<file path="config.mk">
export PLATFORM = sky130hd
export DESIGN_NAME = i2c_target_regs
export DESIGN_NICKNAME = d
export VERILOG_FILES = /design/src/rtl/i2c_target_regs.sv
export SDC_FILE = /design/constraint.sdc
export NUM_CORES = 1
export LEC_CHECK = 0
export CAP_MARGIN = 10
export CORE_UTILIZATION = 45
export DETAILED_ROUTE_END_ITERATION = 8
export DONT_BUFFER_PORTS = 1
export PLACE_DENSITY = 0.73
export SYNTH_ARGS = -nofsm -noshare
export SYNTH_HDL_FRONTEND = slang
export SYNTH_SLANG_ARGS = --single-unit
</file>
<file path="constraint.sdc">
create_clock -name clk_i -period 2.1 [get_ports clk_i]
set_input_delay 0.21 -clock clk_i [delete_from_list [all_inputs] [get_ports clk_i]]
set_output_delay 0.21 -clock clk_i [all_outputs]
set_load 0.01 [all_outputs]
</file>
<file path="src/rtl/i2c_target_regs.sv">
// ---------------------------------------------------------------------------
// i2c_target_regs
//
// I2C target (slave) with a bank of sixteen 8-bit registers. An I2C master
// addresses the block at SLV_ADDR, writes a register pointer and then either
// streams bytes into the bank or reads them back with a repeated START. The
// pointer auto-increments, wraps from 15 to 0 and persists across
// transactions. A local host can read any register combinationally and
// write one register per cycle.
//
// The bus is sampled with clk_i. SCL and SDA pass through a 2-flop
// synchroniser and one more register for edge detection, so every bus event
// acts 3 clk_i cycles after the pin moves. clk_i must run at least 16x SCL.
//
// Ports
//   clk_i        in   single clock for all logic
//   rst_i        in   synchronous reset, active high
//   scl_i        in   I2C SCL pad input (asynchronous)
//   sda_i        in   I2C SDA pad input (asynchronous)
//   sda_o        out  SDA output value, constant 0 (open drain)
//   sda_dir_o    out  1 = pull SDA low, 0 = release SDA
//   reg_addr_i   in   host register index
//   reg_wdata_i  in   host write data
//   reg_we_i     in   host write strobe
//   reg_rdata_o  out  combinational read of reg[reg_addr_i]
//   busy_o       out  high from address-match ACK until STOP
//   irq_o        out  one-cycle pulse at STOP when the transaction wrote
//                     at least one register over I2C
// ---------------------------------------------------------------------------
module i2c_target_regs #(
    parameter logic [6:0] SLV_ADDR = 7'h50
) (
    input  logic       clk_i,
    input  logic       rst_i,
    input  logic       scl_i,
    input  logic       sda_i,
    output logic       sda_o,
    output logic       sda_dir_o,
    input  logic [3:0] reg_addr_i,
    input  logic [7:0] reg_wdata_i,
    input  logic       reg_we_i,
    output logic [7:0] reg_rdata_o,
    output logic       busy_o,
    output logic       irq_o
);

    typedef enum logic [3:0] {
        IDLE,
        ADDR,
        ADDR_ACK,
        PTR,
        PTR_ACK,
        WDATA,
        WDATA_ACK,
        RDATA,
        RDATA_ACK
    } state_t;

    // -----------------------------------------------------------------------
    // Bus synchroniser and edge detection
    // -----------------------------------------------------------------------
    logic scl_s1, scl_s2, scl_d;
    logic sda_s1, sda_s2, sda_d;

    // NOTE: sequential state uses non-blocking assignments so every flop
    // samples the values from before the edge; blocking here would collapse
    // the synchroniser chain into a single flop.
    always_ff @(posedge clk_i) begin
        if (rst_i) begin
            // An idle I2C bus is high, so the chain resets to 1 to avoid
            // seeing phantom edges when reset is released.
            scl_s1 <= 1'b1;
            scl_s2 <= 1'b1;
            scl_d  <= 1'b1;
            sda_s1 <= 1'b1;
            sda_s2 <= 1'b1;
            sda_d  <= 1'b1;
        end else begin
            scl_s1 <= scl_i;
            scl_s2 <= scl_s1;
            scl_d  <= scl_s2;
            sda_s1 <= sda_i;
            sda_s2 <= sda_s1;
            sda_d  <= sda_s2;
        end
    end

    logic scl_rise, scl_fall, start_det, stop_det;

    assign scl_rise  =  scl_s2 & ~scl_d;
    assign scl_fall  = ~scl_s2 &  scl_d;
    // START/STOP are SDA edges while SCL is high on both sides of the edge.
    assign start_det =  scl_s2 &  scl_d &  sda_d & ~sda_s2;
    assign stop_det  =  scl_s2 &  scl_d & ~sda_d &  sda_s2;

    // -----------------------------------------------------------------------
    // Protocol state
    // -----------------------------------------------------------------------
    state_t     state;
    logic [3:0] bit_cnt;   // SCL rises seen in the current byte/ACK slot
    logic [7:0] shreg;     // receive shift register / transmit byte
    logic [3:0] ptr;       // register pointer, wraps 15 -> 0
    logic       rw;        // R/W bit of the last matched address byte
    logic       wrote;     // a register was written since the last STOP

    logic [7:0] regs [16];

    // Byte as it stands once the current SDA sample is shifted in; at the
    // 8th rise of a WDATA byte this is the complete received byte.
    logic [7:0] rx_byte;
    logic       i2c_we;

    assign rx_byte = {shreg[6:0], sda_s2};
    assign i2c_we  = (state == WDATA) && scl_rise && (bit_cnt == 4'd7);

    always_ff @(posedge clk_i) begin
        if (rst_i) begin
            state     <= IDLE;
            bit_cnt   <= 4'd0;
            shreg     <= 8'h00;
            ptr       <= 4'd0;
            rw        <= 1'b0;
            wrote     <= 1'b0;
            sda_dir_o <= 1'b0;
            busy_o    <= 1'b0;
            irq_o     <= 1'b0;
        end else begin
            irq_o <= 1'b0;

            if (stop_det) begin
                state     <= IDLE;
                bit_cnt   <= 4'd0;
                sda_dir_o <= 1'b0;
                busy_o    <= 1'b0;
                irq_o     <= wrote;
                wrote     <= 1'b0;
            end else if (start_det) begin
                // Also covers repeated START from any state.
                state     <= ADDR;
                bit_cnt   <= 4'd0;
                sda_dir_o <= 1'b0;
            end else begin
                unique case (state)
                    IDLE: begin
                        // Bus activity other than START is ignored.
                    end

                    // Receive a byte MSB first; act on it at the SCL fall
                    // that follows the 8th rise, which opens the ACK slot.
                    ADDR, PTR, WDATA: begin
                        if (scl_rise) begin
                            shreg   <= rx_byte;
                            bit_cnt <= bit_cnt + 4'd1;
                            if (i2c_we) begin
                                ptr   <= ptr + 4'd1;
                                wrote <= 1'b1;
                            end
                        end else if (scl_fall && bit_cnt == 4'd8) begin
                            bit_cnt <= 4'd0;
                            if (state == ADDR) begin
                                if (shreg[7:1] == SLV_ADDR) begin
                                    state     <= ADDR_ACK;
                                    sda_dir_o <= 1'b1;
                                    busy_o    <= 1'b1;
                                    rw        <= shreg[0];
                                end else begin
                                    state <= IDLE;
                                end
                            end else if (state == PTR) begin
                                ptr       <= shreg[3:0];
                                state     <= PTR_ACK;
                                sda_dir_o <= 1'b1;
                            end else begin
                                state     <= WDATA_ACK;
                                sda_dir_o <= 1'b1;
                            end
                        end
                    end

                    // ACK slot: hold SDA low through the 9th clock and leave
                    // on the SCL fall after the 9th rise.
                    ADDR_ACK, PTR_ACK, WDATA_ACK: begin
                        if (scl_rise) begin
                            bit_cnt <= 4'd1;
                        end else if (scl_fall && bit_cnt != 4'd0) begin
                            bit_cnt <= 4'd0;
                            if (state == ADDR_ACK && rw) begin
                                state     <= RDATA;
                                shreg     <= regs[ptr];
                                sda_dir_o <= ~regs[ptr][7];
                            end else if (state == ADDR_ACK) begin
                                state     <= PTR;
                                sda_dir_o <= 1'b0;
                            end else begin
                                state     <= WDATA;
                                sda_dir_o <= 1'b0;
                            end
                        end
                    end

                    // Transmit: shreg[7] is on the bus; each SCL fall moves
                    // to the next bit, and the fall after the 8th rise
                    // releases SDA for the master's ACK.
                    RDATA: begin
                        if (scl_rise) begin
                            bit_cnt <= bit_cnt + 4'd1;
                        end else if (scl_fall && bit_cnt != 4'd0) begin
                            if (bit_cnt == 4'd8) begin
                                state     <= RDATA_ACK;
                                bit_cnt   <= 4'd0;
                                sda_dir_o <= 1'b0;
                            end else begin
                                shreg     <= {shreg[6:0], 1'b0};
                                sda_dir_o <= ~shreg[6];
                            end
                        end
                    end

                    // Master ACK advances the pointer and queues the next
                    // byte; NACK ends the read without driving the bus.
                    RDATA_ACK: begin
                        if (scl_rise) begin
                            if (!sda_s2) begin
                                ptr     <= ptr + 4'd1;
                                bit_cnt <= 4'd1;
                            end else begin
                                state <= IDLE;
                            end
                        end else if (scl_fall && bit_cnt == 4'd1) begin
                            state     <= RDATA;
                            bit_cnt   <= 4'd0;
                            shreg     <= regs[ptr];
                            sda_dir_o <= ~regs[ptr][7];
                        end
                    end

                    default: begin
                        state     <= IDLE;
                        sda_dir_o <= 1'b0;
                    end
                endcase
            end
        end
    end

    // -----------------------------------------------------------------------
    // Register bank
    // -----------------------------------------------------------------------
    // NOTE: the bank is reset explicitly because its contents are visible
    // state after reset; this keeps it in flops rather than a RAM macro.
    always_ff @(posedge clk_i) begin
        if (rst_i) begin
            for (int i = 0; i < 16; i++) begin
                regs[i] <= 8'h00;
            end
        end else begin
            if (reg_we_i) begin
                regs[reg_addr_i] <= reg_wdata_i;
            end
            // Later assignment wins, so an I2C write overrides a host write
            // to the same register while a host write elsewhere still lands.
            if (i2c_we) begin
                regs[ptr] <= rx_byte;
            end
        end
    end

    assign reg_rdata_o = regs[reg_addr_i];
    assign sda_o       = 1'b0;

endmodule

</file>
==> results.sh <==
export IMPL_status="finished, violations left"
export IMPL_violations="setup timing"
export IMPL_final_nets=1101
export IMPL_post_place_ws_ns=-0.0700
export IMPL_fill_cells=1877
export IMPL_hold_depth=2
export IMPL_layout_commonest_cell="nand2_1"
export IMPL_critPathRequiredTime_ns=1.89
export IMPL_max_slew_margin_pct=53.7
export IMPL_initial_core_util_pct=45.9
export IMPL_setup_viol=12
export IMPL_die_h_um=154
export IMPL_crit_fanout=2
export IMPL_synth_seq_cells=163
export IMPL_grt_overflow_total=0
export IMPL_ir_drop_v=0.000428
export IMPL_synth_edf_count=128
export IMPL_route_met3_wl_mm=5.45
export IMPL_grt_pass1_wl_mm=52.0
export IMPL_synthToLayoutAreaGrowth_pct=17.7
export IMPL_diodes=0
export IMPL_first_global_vias=8452
export IMPL_maxSlewViolCount=0
export IMPL_setup_ws_ns=-0.135
export IMPL_cp_slowest_cell="mux4_2"
export IMPL_routedLengthMet1_mm=12.9
export IMPL_synth_warnings=0
export IMPL_hpwl_mm=23.4
export IMPL_clkTransAtPathRegs_ns=0.08
export IMPL_min_period_ns=2.24
export IMPL_syn_area_sq_mm=0.0104
export IMPL_h_tree_depth=4
export IMPL_grt_antenna_before_repair=0
export IMPL_die_x_um=154
export IMPL_worst_setup_path_end_kind="output pin"
export IMPL_cts_num_sinks=163
export IMPL_cts_tree="done"
export IMPL_worst_pin_slew_ns=0.694
export IMPL_skew_ns=0.0153
export IMPL_firstDrtPassIters=6
export IMPL_syn_avg_cell_area_sq_um=10.1
export IMPL_power_density_mw_per_mm2=654
export IMPL_final_antenna_net_count=0
export IMPL_worstSetupStartpointType="flip-flop"
export IMPL_arrival_ns=2.03
export IMPL_synthCells=1032
export IMPL_postLayoutCoreUtil_pct=54.0
export IMPL_rsz0062_at_grt="yes"
export IMPL_mostFrequentLayoutCells="278 x nand2_1, 128 x o21ai_0, 128 x edfxtp_1"
export IMPL_leakage_nw=3.94
export IMPL_final_setup_tns_ns=-1.08
export IMPL_cts_buffer_depth=2
export IMPL_cpMostUsedCell="mux4_2"
export IMPL_cap_violations=0
export IMPL_yosysSeqAreaShare_pct=43.6
export IMPL_die_area_sq_mm=0.0238
export IMPL_synth_fp_nets=1056
export IMPL_fin_crit_sh_pct=106
export IMPL_multi_input_area_sq_mm=0.00556
export IMPL_grt_max_degree=37
export IMPL_ioPinCount=29
export IMPL_numPortBuffers=0
export IMPL_worstRegToRegCells=8
export IMPL_routed_wl_met2_mm=14.9
export IMPL_synth_top_cell_area_share_pct=36.9
export IMPL_drc_errors=0
export IMPL_fmax_ghz=0.447
export IMPL_maxUsedRoutingLayer="met4"
export IMPL_core_sq_mm=0.0227
export IMPL_synth_cell_types=75
export IMPL_numCtsBuffers=17
export IMPL_hold_class="in -> reg"
export IMPL_synthArstFlopShare_pct=0
export IMPL_finalHoldViolations=0
export IMPL_drive_above_1_share_pct=28.5
export IMPL_gr_usage_all_layers_pct=29.9
export IMPL_dr_total_vias=9164
export IMPL_p_total_w=0.00802
export IMPL_drtIter0Drc=1361
export IMPL_insertion_delay_ns=0.45
export IMPL_seqCellArea_sq_mm=0.00456
export IMPL_via_per_inst=6.66
export IMPL_post_drt_wl_per_cell_um=25.8
export IMPL_rows=55
export IMPL_cpPeakStageDelay_ns=0.56
export IMPL_finalWirelength_mm=35.4
export IMPL_cts_root_buf="clkbuf_16"
export IMPL_crit_type="reg -> out"
export IMPL_cp_cell_sequence="mux4_2 > mux4_2"
export IMPL_gp_congestion=0.937
export IMPL_synth_largest_area_cell="edfxtp_1"
export IMPL_synthTopCellsByArea="edfxtp_1 37%, mux4_2 15%, nand2_1 10%"
export IMPL_synthFlopType="edfxtp_1"
## metrics by stage
stage	instance area (sq um)	instances	hold slack, ns
after global placement	11100	1312	0.297
after global routing	12300	1375	0.0197
after detailed placement	11100	1312	0.286
after floorplan	10400	1032	0.314
after CTS	12000	1358	0.00368
final	12300	1375	0.00832
## final cells by class
cell class / instances / share of cell area (%)
multi-input combinational: 756 / 45.3
sequential: 163 / 37.2
timing repair buffer: 125 / 9.01
clock buffer: 17 / 3.47
tap: 285 / 2.91
clock inverter: 15 / 1.67
inverter: 14 / 0.459
## registers in the layout, indices dropped and copies added (netlist names), named ones only
register	flops
rw	1
scl_s2	1
wrote	1
busy_o	1
regs	128
scl_d	1
bit_cnt	4
scl_s1	1
sda_s2	1
sda_d	1
shreg	8
sda_dir_o	1
irq_o	1
sda_s1	1
state	4
ptr	4
## cells in the mapped netlist, drive strengths merged, types with 14 or more instances
cell type	number
a211oi	19
a21oi	22
buf	50
clkbuf	49
dfxtp	35
edfxtp	128
inv	14
mux2i	16
mux4	70
nand2	279
nor2	28
nor3	30
o21ai	139
or3	17
## timing repair
action,in CTS,in global routing
cloned,0,4
hold buffers,3,0
pin swaps,3,7
endpoints found under the setup margin,94,149
setup buffers,11,13
endpoints found under the hold margin,27,0
gates resized for setup,16,43
## critical path: cells and delay by family (launching register included)
family,cells,cell delay [ns]
DFF,1,0.48
muxes,2,1.09
## power by group
| group | switching (W) | internal (W) |
|---|---|---|
| logic | 0.000456 | 0.000434 |
| clock network | 0.00160 | 0.00174 |
| registers | 0.000154 | 0.00364 |
## metal layers
metal  vias to the layer above  global-route usage, %
li1                       3898                      -
met1                      4359                   41.7
met2                       762                   41.7
met3                       145                   8.46
met4                         0                   17.4
met5                         -                      0
## cell families (layout without fill, tap and decap cells)
logic type	count (synthesis)	after routing	share of synthesized area, %
compound gates	230	230	13.7
flops	163	163	43.6
buf+inv	113	171	4.77
simple gates	428	428	20.0
mux	88	88	16.9
xor+xnor	2	2	0.168
other cells	1	1	0.0360
fa+ha+maj	7	7	0.840
## worst paths after layout
path | from | endpoint | slack [ns]
hold reg to reg | scl_s1$_SDFF_PP1_ | scl_s2$_SDFF_PP1_ | 0.42
setup reg to reg | bit_cnt[0]$_SDFFE_PP0P_ | state[2]$_SDFFE_PP0P_ | -0.06
hold / removal | reg_wdata_i[5] | regs[10][5]$_DFFE_PP_ | 0.008
setup / recovery | regs[15][4]$_DFFE_PP_ | reg_rdata_o[4] | -0.14
Note: power is estimated with default switching activity, not from simulation.
